$ cat config.mk
export PLATFORM = sky130hd
export DESIGN_NAME = tile_flasher_flat
export DESIGN_NICKNAME = d
export VERILOG_FILES = /design/src/rtl/tile_flasher_if.sv /design/src/rtl/tile_flasher.sv /design/src/flat_wrapper.sv
export SDC_FILE = /design/constraint.sdc
export NUM_CORES = 1
export LEC_CHECK = 0
export ABC_AREA = 1
export CORE_MARGIN = 5
export CORE_UTILIZATION = 55
export CTS_CLUSTER_SIZE = 40
export DETAILED_ROUTE_END_ITERATION = 8
export PLACE_DENSITY_LB_ADDON = 0.2
export SYNTH_ARGS = -nofsm -noshare
export SYNTH_HDL_FRONTEND = slang
export SYNTH_SLANG_ARGS = --single-unit
$ cat constraint.sdc
create_clock -name clock -period 6.5 [get_ports clock]
set_input_delay 1.3 -clock clock [delete_from_list [all_inputs] [get_ports clock]]
set_output_delay 1.3 -clock clock [all_outputs]
set_load 0.01 [all_outputs]
$ cat src/rtl/tile_flasher_if.sv
// Bundle between the sequence controller / lookup stage and the tile flasher,
// including the pixel-write side that feeds the VGA adapter.
interface tile_flasher_if;
    logic       start;
    logic [7:0] tile_x;
    logic [6:0] tile_y;
    logic [2:0] tile_colour;
    logic [7:0] x_out;
    logic [6:0] y_out;
    logic [2:0] colour_out;
    logic       plot;
    logic       busy;
    logic       done;

    modport master (
        output start, tile_x, tile_y, tile_colour,
        input  x_out, y_out, colour_out, plot, busy, done
    );

    modport slave (
        input  start, tile_x, tile_y, tile_colour,
        output x_out, y_out, colour_out, plot, busy, done
    );
endinterface

$ cat src/rtl/tile_flasher.sv
// Paints an 8x8 tile one pixel per clock, holds it lit, repaints it in the
// off colour and pulses done. Every output is a register.
module tile_flasher #(
    parameter int         HOLD_CYCLES = 25000000,
    parameter logic [2:0] OFF_COLOUR  = 3'b000
) (
    input logic          clock,
    input logic          resetn,
    tile_flasher_if.slave bus
);

    typedef enum logic [2:0] {IDLE, DRAW_ON, HOLD, DRAW_OFF, DONE} state_t;

    localparam logic [25:0] HOLD_LAST = 26'(HOLD_CYCLES - 1);

    state_t      state, state_n;
    logic [5:0]  cnt, cnt_n;
    logic [25:0] hold_cnt, hold_cnt_n;
    logic [7:0]  lx, lx_n;
    logic [6:0]  ly, ly_n;
    logic [2:0]  lc, lc_n;
    logic [7:0]  x_q, x_n;
    logic [6:0]  y_q, y_n;
    logic [2:0]  col_q, col_n;
    logic        plot_q, plot_n;
    logic        busy_q;
    logic        done_q, done_n;

    always_ff @(posedge clock or negedge resetn) begin
        if (!resetn) begin
            state    <= IDLE;
            cnt      <= '0;
            hold_cnt <= '0;
            lx       <= '0;
            ly       <= '0;
            lc       <= '0;
            x_q      <= '0;
            y_q      <= '0;
            col_q    <= '0;
            plot_q   <= 1'b0;
            busy_q   <= 1'b0;
            done_q   <= 1'b0;
        end else begin
            state    <= state_n;
            cnt      <= cnt_n;
            hold_cnt <= hold_cnt_n;
            lx       <= lx_n;
            ly       <= ly_n;
            lc       <= lc_n;
            x_q      <= x_n;
            y_q      <= y_n;
            col_q    <= col_n;
            plot_q   <= plot_n;
            busy_q   <= (state_n != IDLE);
            done_q   <= done_n;
        end
    end

    // Outputs are computed for the pixel the counter will hold next cycle,
    // so the registered coordinates line up with the registered plot strobe.
    always_comb begin
        state_n    = state;
        cnt_n      = cnt;
        hold_cnt_n = hold_cnt;
        lx_n       = lx;
        ly_n       = ly;
        lc_n       = lc;
        x_n        = x_q;
        y_n        = y_q;
        col_n      = col_q;
        plot_n     = 1'b0;
        done_n     = 1'b0;

        case (state)
            IDLE: begin
                if (bus.start) begin
                    lx_n    = bus.tile_x;
                    ly_n    = bus.tile_y;
                    lc_n    = bus.tile_colour;
                    cnt_n   = '0;
                    state_n = DRAW_ON;
                    plot_n  = 1'b1;
                    x_n     = bus.tile_x;
                    y_n     = bus.tile_y;
                    col_n   = bus.tile_colour;
                end
            end
            DRAW_ON: begin
                if (cnt == 6'd63) begin
                    state_n    = HOLD;
                    cnt_n      = '0;
                    hold_cnt_n = '0;
                end else begin
                    cnt_n  = cnt + 6'd1;
                    plot_n = 1'b1;
                    x_n    = lx + {5'b0, cnt_n[2:0]};
                    y_n    = ly + {4'b0, cnt_n[5:3]};
                    col_n  = lc;
                end
            end
            HOLD: begin
                if (hold_cnt == HOLD_LAST) begin
                    state_n = DRAW_OFF;
                    cnt_n   = '0;
                    plot_n  = 1'b1;
                    x_n     = lx;
                    y_n     = ly;
                    col_n   = OFF_COLOUR;
                end else begin
                    hold_cnt_n = hold_cnt + 26'd1;
                end
            end
            DRAW_OFF: begin
                if (cnt == 6'd63) begin
                    state_n = DONE;
                    cnt_n   = '0;
                    done_n  = 1'b1;
                end else begin
                    cnt_n  = cnt + 6'd1;
                    plot_n = 1'b1;
                    x_n    = lx + {5'b0, cnt_n[2:0]};
                    y_n    = ly + {4'b0, cnt_n[5:3]};
                    col_n  = OFF_COLOUR;
                end
            end
            DONE: begin
                state_n = IDLE;
            end
            default: begin
                state_n = IDLE;
            end
        endcase
    end

    assign bus.x_out      = x_q;
    assign bus.y_out      = y_q;
    assign bus.colour_out = col_q;
    assign bus.plot       = plot_q;
    assign bus.busy       = busy_q;
    assign bus.done       = done_q;

endmodule

$ cat src/flat_wrapper.sv
// flat-port wrapper written by rule: the top's interface ports become plain ports
module tile_flasher_flat 
#(
    parameter int         HOLD_CYCLES = 25000000,
    parameter logic [2:0] OFF_COLOUR  = 3'b000
)
  (clock, resetn, bus_start, bus_tile_x, bus_tile_y, bus_tile_colour, bus_x_out, bus_y_out, bus_colour_out, bus_plot, bus_busy, bus_done);
  tile_flasher_if bus_i ();
  input logic clock;
  input logic resetn;
  input wire logic [$bits(bus_i.start)-1:0] bus_start;
  input wire logic [$bits(bus_i.tile_x)-1:0] bus_tile_x;
  input wire logic [$bits(bus_i.tile_y)-1:0] bus_tile_y;
  input wire logic [$bits(bus_i.tile_colour)-1:0] bus_tile_colour;
  output wire logic [$bits(bus_i.x_out)-1:0] bus_x_out;
  output wire logic [$bits(bus_i.y_out)-1:0] bus_y_out;
  output wire logic [$bits(bus_i.colour_out)-1:0] bus_colour_out;
  output wire logic [$bits(bus_i.plot)-1:0] bus_plot;
  output wire logic [$bits(bus_i.busy)-1:0] bus_busy;
  output wire logic [$bits(bus_i.done)-1:0] bus_done;
  assign bus_i.start = bus_start;
  assign bus_i.tile_x = bus_tile_x;
  assign bus_i.tile_y = bus_tile_y;
  assign bus_i.tile_colour = bus_tile_colour;
  assign bus_x_out = bus_i.x_out;
  assign bus_y_out = bus_i.y_out;
  assign bus_colour_out = bus_i.colour_out;
  assign bus_plot = bus_i.plot;
  assign bus_busy = bus_i.busy;
  assign bus_done = bus_i.done;
  tile_flasher #(.HOLD_CYCLES(HOLD_CYCLES), .OFF_COLOUR(OFF_COLOUR)) u_core (.clock(clock), .resetn(resetn), .bus(bus_i));
endmodule
Word level (Yosys, flattened, before mapping)
Index checks and enable logic that the tools add are counted.
{"block": "totals", "mem_bits_ro": 0, "ram_bits": 0, "memories": 0, "latchBits": 0, "out_inout_bits": 21, "register_bits": 74, "in_bits": 21}
{"block": "op_classes", "eq_ne": 12, "n_reduce_logical": 11, "multipliers": 0, "n_mux": 31, "bitwise": 0, "div_mod_pow": 0, "magnitude_cmp": 0, "addsub": 4, "n_shift": 0}
{"operator": "26-bit 2-to-1 mux", "n": 2}
{"operator": "26-bit one-hot mux with 2 select lines", "n": 1}
{"operator": "26-bit by 1-bit adder with 26-bit output (second input constant)", "n": 1}
{"operator": "26-bit by 25-bit equality test with 1-bit output (second input constant)", "n": 1}
{"operator": "3-bit 2-to-1 mux", "n": 8}
{"operator": "8-bit 2-to-1 mux", "n": 3}
{"operator": "3-bit one-hot mux with 4 select lines", "n": 2}
{"operator": "8-bit one-hot mux with 3 select lines", "n": 1}
{"operator": "7-bit 2-to-1 mux", "n": 3}
{"operator": "7-bit one-hot mux with 3 select lines", "n": 1}
{"operator": "6-bit 2-to-1 mux", "n": 3}
{"operator": "6-bit one-hot mux with 3 select lines", "n": 1}
{"operator": "2-bit != test (second input constant)", "n": 5}
{"operator": "8-bit by 3-bit adder with 8-bit output", "n": 1}
{"operator": "7-bit by 3-bit adder with 7-bit output", "n": 1}
{"operator": "6-bit by 1-bit adder with 6-bit output (second input constant)", "n": 1}
{"operator": "3-bit by 2-bit equality test with 1-bit output (second input constant)", "n": 2}
{"operator": "6-bit equality test (second input constant)", "n": 1}
{"operator": "3-bit AND reduction", "n": 2}
{"operator": "3-bit nonzero test", "n": 2}
{"operator": "1-bit 2-to-1 mux", "n": 5}
{"operator": "5-bit AND reduction", "n": 1}
{"operator": "2-bit by 1-bit != test with 1-bit output (second input constant)", "n": 2}
{"operator": "4-bit AND reduction", "n": 1}
{"operator": "7 further kinds", "n": 7}

Longest topological paths before layout
Gate-level depths: netlist (run 1).
{"block": "depth", "ltp_word": 4, "ltp_mapped": 14, "mapped_depth_nobuf": 14}

Least setup slack after synthesis (run 1)
Ideal clock, no wire load.
{"block": "synth_path", "path_type": "input -> register", "from": "input port bus_start", "to": "register u_core.x_q[5] (netlist: u_core.bus.x_out[5])", "arrival_ns": 2.126, "path_slack_ns": 4.257, "path_stages": 10, "t_required_ns": 6.383, "setup_ns": 0.117, "cell_sequence": "inv_1 > nor2_1 > nand2_1 > inv_1 > nor2_2 > nand2_2 > inv_2 > buf_4 > nand2_1 > nand2_1"}
{"block": "synth_between", "elab_chain_len": 2}
{"item": "from (decl)", "line_no": "flat_wrapper.sv:11", "rtl": "input wire logic [$bits(bus_i.start)-1:0] bus_start;"}
{"item": "2-bit != test (no line)"}
{"item": "4-bit AND reduction (no line)"}
{"item": "to (signal assigned)", "line_no": "tile_flasher.sv:50", "rtl": "x_q <= x_n;"}
{"item": "to (decl)", "line_no": "tile_flasher.sv:22", "rtl": "logic [7:0] x_q, x_n;"}
No other way between the ends.
A chain may end at the register's enable or synchronous reset.

Worst setup path in the final report (run 1)
{"block": "layout_path", "from": "input port bus_start", "to": "register u_core.x_q[4] (netlist: u_core.bus.x_out[4])"}
Same word-level chain as after synthesis.

==> results of run 1 <==
cell usage after synthesis (7+ instances only):
cell type  instances
a21oi_1           10
clkbuf_1           8
dfrtp_1           74
ha_1               9
inv_1             51
nand2_1          238
nand3_1           60
nand4_1           12
nor2_1            47
o21ai_0           26
o21ai_1           22
o21bai_1           7
how the worst max path moves through the flow:
stage               startpoint                         endpoint  slack, ns  cells past startpoint
finish               bus_start  u_core.bus.x_out[4]$_DFFE_PN0P_       3.00                      9
global route         bus_start  u_core.bus.x_out[4]$_DFFE_PN0P_       2.72                      9
CTS                  bus_start  u_core.bus.x_out[4]$_DFFE_PN0P_       2.98                      9
detailed placement   bus_start  u_core.bus.x_out[4]$_DFFE_PN0P_       2.62                      9
global placement     bus_start  u_core.bus.x_out[4]$_DFFE_PN0P_       2.72                      9
floorplan            bus_start  u_core.bus.x_out[5]$_DFFE_PN0P_       4.26                     10
sequential cells by signal, indices dropped and copies added, names as in the netlist:
signal and cells:
u_core.bus.busy 1, u_core.bus.colour_out 3, u_core.bus.done 1, u_core.bus.plot 1, u_core.bus.x_out 8, u_core.bus.y_out 7
u_core.cnt 6, u_core.hold_cnt 26, u_core.lc 3, u_core.lx 8, u_core.ly 7, u_core.state 3
layout make-up:
class                   count  area [um^2]  share of cell area [%]
clock buffers              10          128                    2.54
clock inverters             5          104                    2.07
inverters                  56          210                    4.19
multi-input cells         463         2180                    43.5
flip-flops and latches     74         1850                    36.9
well taps                 102          128                    2.54
repair buffers             42          415                    8.28
cells by family (layout without fill, tap and decap cells):
group,count (synthesis),in the layout
AO/OA/AOI/OAI,72,72
AND/OR/NAND/NOR,373,373
buffers and inverters,71,113
XOR/XNOR,7,7
flip-flops,74,74
adder cells (fa/ha/maj),11,11
tightest hold or removal path: stages (launching register included):
cell,delay [ns]
dfrtp_1,0.35
nand2_1,0.05
nand2_1,0.05
metrics by stage:
stage                     cells  utilization [%]  setup WS, ns  instance area (um^2)
final                       752             65.3          3.00                  5020
after global routing        752             65.3          2.72                  5020
after CTS                   752             65.3          2.98                  5020
after detailed placement    737             62.2          2.62                  4780
after global placement      737             62.2          2.72                  4780
after floorplan             608                -          4.26                  4320
where the power goes:
group	internal, W	leakage, nW	switching [W]	total (W)
registers	0.000460	0.904	0	0.000460
logic	0.0000108	1.29	0.0000132	0.0000239
clock network	0.000253	0.116	0.000177	0.000430
total	0.000724	2.31	0.000190	0.000914
metal layers:
layer  vias up  track usage, %  share of wire [%]  wire (um)
met1      1903            30.8                 47       4880
li1       2038               -                  -          -
met2       131            35.0                 46       4810
met4         0            7.77                1.6        165
met5         -               0                  0          0
met3        13            4.25                5.8        611
layout by cell type, fill, tap and decap left out, types with 3 or more instances in the layout:
master             n
nand3_1           60
o21bai_1           7
ha_1               9
bufinv_16          3
inv_1             51
dfrtp_1           74
or2_2              4
xor2_1             6
o21ai_1           22
clkbuf_8           9
nor2_1            47
nand2_1          238
clkdlybuf4s50_1   40
o21ai_0           26
nand4_1           12
a21oi_1           10
nand3b_1           3
inv_2              5
==> impl_metrics.csv, run 1 <==
group,metric,value,unit
setup_path,r2r_setup_slack,3.87,ns
drt,wl,10.5,mm
setup_path,critical_path_required,6.73,ns
logic_synthesis,synthMuxAreaShare,0,%
setup_path,ff2ff_path_depth,7,
setup_path,crit_fanout,22,
setup_path,startpoint_type,"primary input",
setup_path,path_common_cell,"inv_1",
clocking,clock_latency,0.35,ns
logic_synthesis,synth_area_leader_cell,"dfrtp_1",
clocking,cts_tree,"yes",
die,coreArea,7690,um^2
logic_synthesis,synth.distinct_cells,32,
grt,grt_max_degree,75,
timing,whs,0.484,ns
run_status,status,"completed",
clocking,cts.hold.buffers_added,0,
drt,wl_per_cell,13.9,um
clocking,cts-root-buf,"clkbuf_8",
die,boundaryPins,42,
grt,grt.total_usage,22.2,%
pwr,p_leak,2.31,nW
logic_synthesis,netlist_top_cells_area,"dfrtp_1 (43%), nand2_1 (21%), nand3_1 (7.0%)",
timing,hold_viol,0,
cells_and_area,n_antenna_cell,0,
logic_synthesis,synth_xor_area_share,1.42,%
hold_path,whs_endpoint,"u_core.cnt[5]$_DFFE_PN0P_",
setup_path,critPathKind,"primary input to flop",
clocking,clkSinkCount,74,
clocking,cts_buffer_depth,2,
timing,slew_viol_final,0,
logic_synthesis,yosysWarnings,0,
setup_path,critical_path.cell_chain,"clkdlybuf4s50_1, inv_1, nor2_1, nand2_1, inv_1, nor2_2, nand2_2, inv_2, o21ai_0",
setup_path,endpoint_kind,"flop",
placement,hpwl,7.48,mm
drt,drc_errors,0,
logic_synthesis,yosys.area_share.simple,36.4,%
logic_synthesis,ys.flop_type,"dfrtp_1",
drt,ant_nets,0,
timing,max_freq,0.286,GHz
placement,numPortBuffers,41,
die,initial_core_util,56.2,%
pwr,power_density,182,nW/um^2
setup_path,max_stage_delay,0.50,ns
setup_path,crit_family,"buffers and inverters",
die,rows,32,
logic_synthesis,syn-num-nets,640,
grt,overflow,0,
die,die_width,98.6,um
hold_path,hold_start,"u_core.cnt[5]$_DFFE_PN0P_",
clocking,htree_levels,3,
clocking,cts_resized,0,
logic_synthesis,synth-edff-count,0,
logic_synthesis,netlist_area,4320,um^2
hold_path,holdPathStages,2,
logic_synthesis,synth_seq_cells,74,
setup_path,slowest_stage,"nand2_1",
drt,vias,4085,
timing,period_share,53.9,%
logic_synthesis,synth_compound_gate_area_share,9.13,%
grt,grt_first_pass_wirelength,17.5,mm
pwr,max-vdd-ir-drop,0.108,mV
setup_path,cp.arrival,3.73,ns
clocking,post_cts_buffers,0,
timing,rsz0062_at_grt,"no",
drt,drtIter0Drc,245,
timing,fin_worst_skew,0.00713,ns
die,dieHeight,98.6,um
grt,grt_pass1_vias,3685,
timing,setup_tns,0,ns
cells_and_area,area_growth,16.2,%
logic_synthesis,synth_top_cell_area_share,42.9,%
hold_path,hp-class,"flop to flop",
grt,antenna_found_initial,0,
logic_synthesis,synth_area_per_cell,7.10,um^2
cells_and_area,nFillCells,692,
logic_synthesis,synthArstFlopShare,100,%
clocking,cts_made_buffers,9,
timing,min_period,3.50,ns
logic_synthesis,synth_fa_ha_area_share,3.54,%
logic_synthesis,postSynthCellCount,608,
die,dieArea,9720,um^2
flow_run,maxCapViolations,0,
drt,first_pass_iters,5,
cells_and_area,drive_gt1_share,4.92,%
timing,setup_viol,0,
setup_path,rr_startpoint,"u_core.state[2]$_DFF_PN0_",
placement,gp_congestion,0.915,
timing,slew_headroom,37.1,%
timing,worst_slew_pin_slew,0.944,ns
logic_synthesis,yosysSeqAreaShare,42.9,%
setup_path,critPathBufInv,4,
drt,vias_per_cell,5.43,
cells_and_area,fin_nets,678,
setup_path,timing.rr.end,"u_core.bus.x_out[4]$_DFFE_PN0P_",
pwr,power,0.000914,W
clocking,clk_pin_slew_worst_paths,0.08,ns
logic_synthesis,synth_top_family_by_area,"simple AND/OR/NAND/NOR gates",
No activity file was read; power rests on OpenSTA's default activity.
==> run 2, diff against run 1 <==
Settings changed: CORE_UTILIZATION 55 to 52.
Clock period 6.5 ns to 3.2 ns, I/O delays scaled along.
==> run 2 against run 1 <==
  * Setup slack lost 2.3 ns
  * Cell count increased by 1.1%
  * Clock power grew 53%
  * Clock skew increased by 0.0072 ns
  * Hold slack got worse by 0.076 ns
  * Power is 79% higher
  * Sequential power grew 100%
  * Combinational power up 99%
  * Wire length increased by 1.2%
  * Clock-buffer cell count stayed put
  * Highest routed layer unchanged
==> impl_metrics.csv, run 2 (synthesis results as in run 1) <==
group,metric,value,unit
grt,antenna_found_initial,0,
timing,rsz0062_at_grt,"no",
placement,dpl.cell_count,744,
cells_and_area,final_cells,760,
die,initial_core_util,53.1,%
cells_and_area,n_antenna_cell,0,
grt,overflow,0,
placement,numPortBuffers,41,
grt,grt.total_usage,22.4,%
clocking,cts_tree,"yes",
setup_path,ff2ff_path_depth,6,
pwr,p_leak,2.29,nW
clocking,htree_levels,3,
timing,worst_slew_pin_slew,0.939,ns
timing,slew_viol_final,0,
drt,wl,10.6,mm
drt,vias,4038,
clocking,clock_latency,0.37,ns
setup_path,rr_startpoint,"u_core.state[1]$_DFF_PN0_",
drt,vias_per_cell,5.31,
setup_path,cp.arrival,2.75,ns
die,boundaryPins,42,
timing,fin_worst_skew,0.0143,ns
die,dieHeight,101,um
die,coreArea,8130,um^2
clocking,clkSinkCount,74,
clocking,cts-root-buf,"clkbuf_8",
timing,min_period,2.49,ns
cells_and_area,drive_gt1_share,5.65,%
setup_path,r2r_setup_slack,0.71,ns
setup_path,critical_path_required,3.46,ns
drt,drtIter0Drc,390,
clocking,cts_made_buffers,9,
cells_and_area,area_growth,15.6,%
cells_and_area,final_common_cell,"nand2_1",
timing,hold_viol,0,
run_status,status,"completed",
cells_and_area,largest_reg_flops,26,
drt,wl_per_cell,13.9,um
placement,place_area,4820,um^2
pwr,max-vdd-ir-drop,0.176,mV
grt,grt_max_degree,75,
setup_path,endpoint_kind,"flop",
cells_and_area,fin_area,4990,um^2
grt,grt_first_pass_wirelength,18.1,mm
timing,setup_viol,0,
die,die_width,101,um
drt,drc_errors,0,
setup_path,timing.rr.end,"u_core.hold_cnt[21]$_DFFE_PN0P_",
timing,max_freq,0.402,GHz
drt,ant_nets,0,
cells_and_area,layout_common_cells,"nand2_1 (238), dfrtp_1 (74), nand3_1 (60)",
placement,gp_congestion,0.889,
placement,hpwl,7.47,mm
setup_path,crit_fanout,41,
setup_path,startpoint_type,"flop",
clocking,post_cts_buffers,0,
grt,grt_pass1_vias,3772,
cells_and_area,top_register,"u_core.hold_cnt",
clocking,clk_pin_slew_worst_paths,0.08,ns
die,dieArea,10200,um^2
setup_path,critPathKind,"flop to flop",
clocking,cts_buffer_depth,2,
cells_and_area,nFillCells,752,
hold_path,hp-class,"primary input to async pin",
timing,slew_headroom,37.4,%
clocking,cts.hold.buffers_added,0,
clocking,cts_resized,0,
flow_run,maxCapViolations,0,
timing,setup_tns,0,ns
die,rows,33,
drt,first_pass_iters,5,
pwr,power_density,328,nW/um^2
cells_and_area,fin_nets,682,
timing,period_share,77.8,%
-- run 2: cell type report --
cell class / instances / area (um^2) / share of cell area (%)
Inverter: 56 / 210 / 4.21
Multi-Input combinational cell: 463 / 2180 / 43.7
Clock buffer: 10 / 128 / 2.56
Tap cell: 105 / 131 / 2.63
Sequential cell: 74 / 1850 / 37.1
Timing Repair Buffer: 46 / 445 / 8.93
Clock inverter: 6 / 43.8 / 0.878
-- run 2: report_power, final --
group	internal, W	switching [W]
sequential	0.000934	0
clock	0.000281	0.000376
combinational	0.0000219	0.0000257
total	0.00124	0.000401
-- run 2: per-stage QoR --
step	hold WS, ns	power, W	util, %	worst slack, ns
floorplan	0.344	0.000956	-	1.17
global placement	0.454	0.00100	59.2	0.848
detailed placement	0.460	0.00100	59.2	0.748
CTS	0.455	0.00165	61.3	0.740
global route	0.507	0.00171	61.3	0.442
finish	0.407	0.00164	61.3	0.711
-- run 2: per-layer routing --
metal  GRT usage, %  share of wire, %  routed length, um  vias up
met4           7.46               1.9                201        0
met5              0                 0                  0        -
li1               -                 -                  -     2035
met2           32.6                43               4600      125
met1           33.5                48               5120     1857
met3           4.08               6.2                661       21
-- run 2: worst max-delay path: stages (launching register included) --
cell	delay (ns)
dfrtp_1	0.42
inv_2	0.11
nor3_4	0.49
inv_2	0.19
o21ai_1	0.15
nand3_2	0.64
o21ai_1	0.38
-- run 2: worst max path at each step --
stage                                          from                         endpoint  cells after the start  slack [ns]
after detailed placement  u_core.state[1]$_DFF_PN0_  u_core.hold_cnt[11]$_DFFE_PN0P_                      6        0.75
after global placement    u_core.state[2]$_DFF_PN0_  u_core.hold_cnt[22]$_DFFE_PN0P_                      6        0.85
after global routing      u_core.state[2]$_DFF_PN0_  u_core.hold_cnt[24]$_DFFE_PN0P_                      6        0.44
final                     u_core.state[1]$_DFF_PN0_  u_core.hold_cnt[21]$_DFFE_PN0P_                      6        0.71
after floorplan           u_core.cnt[2]$_DFFE_PN0P_  u_core.bus.y_out[4]$_DFFE_PN0P_                     14        1.17
after CTS                 u_core.state[2]$_DFF_PN0_  u_core.hold_cnt[21]$_DFFE_PN0P_                      5        0.74
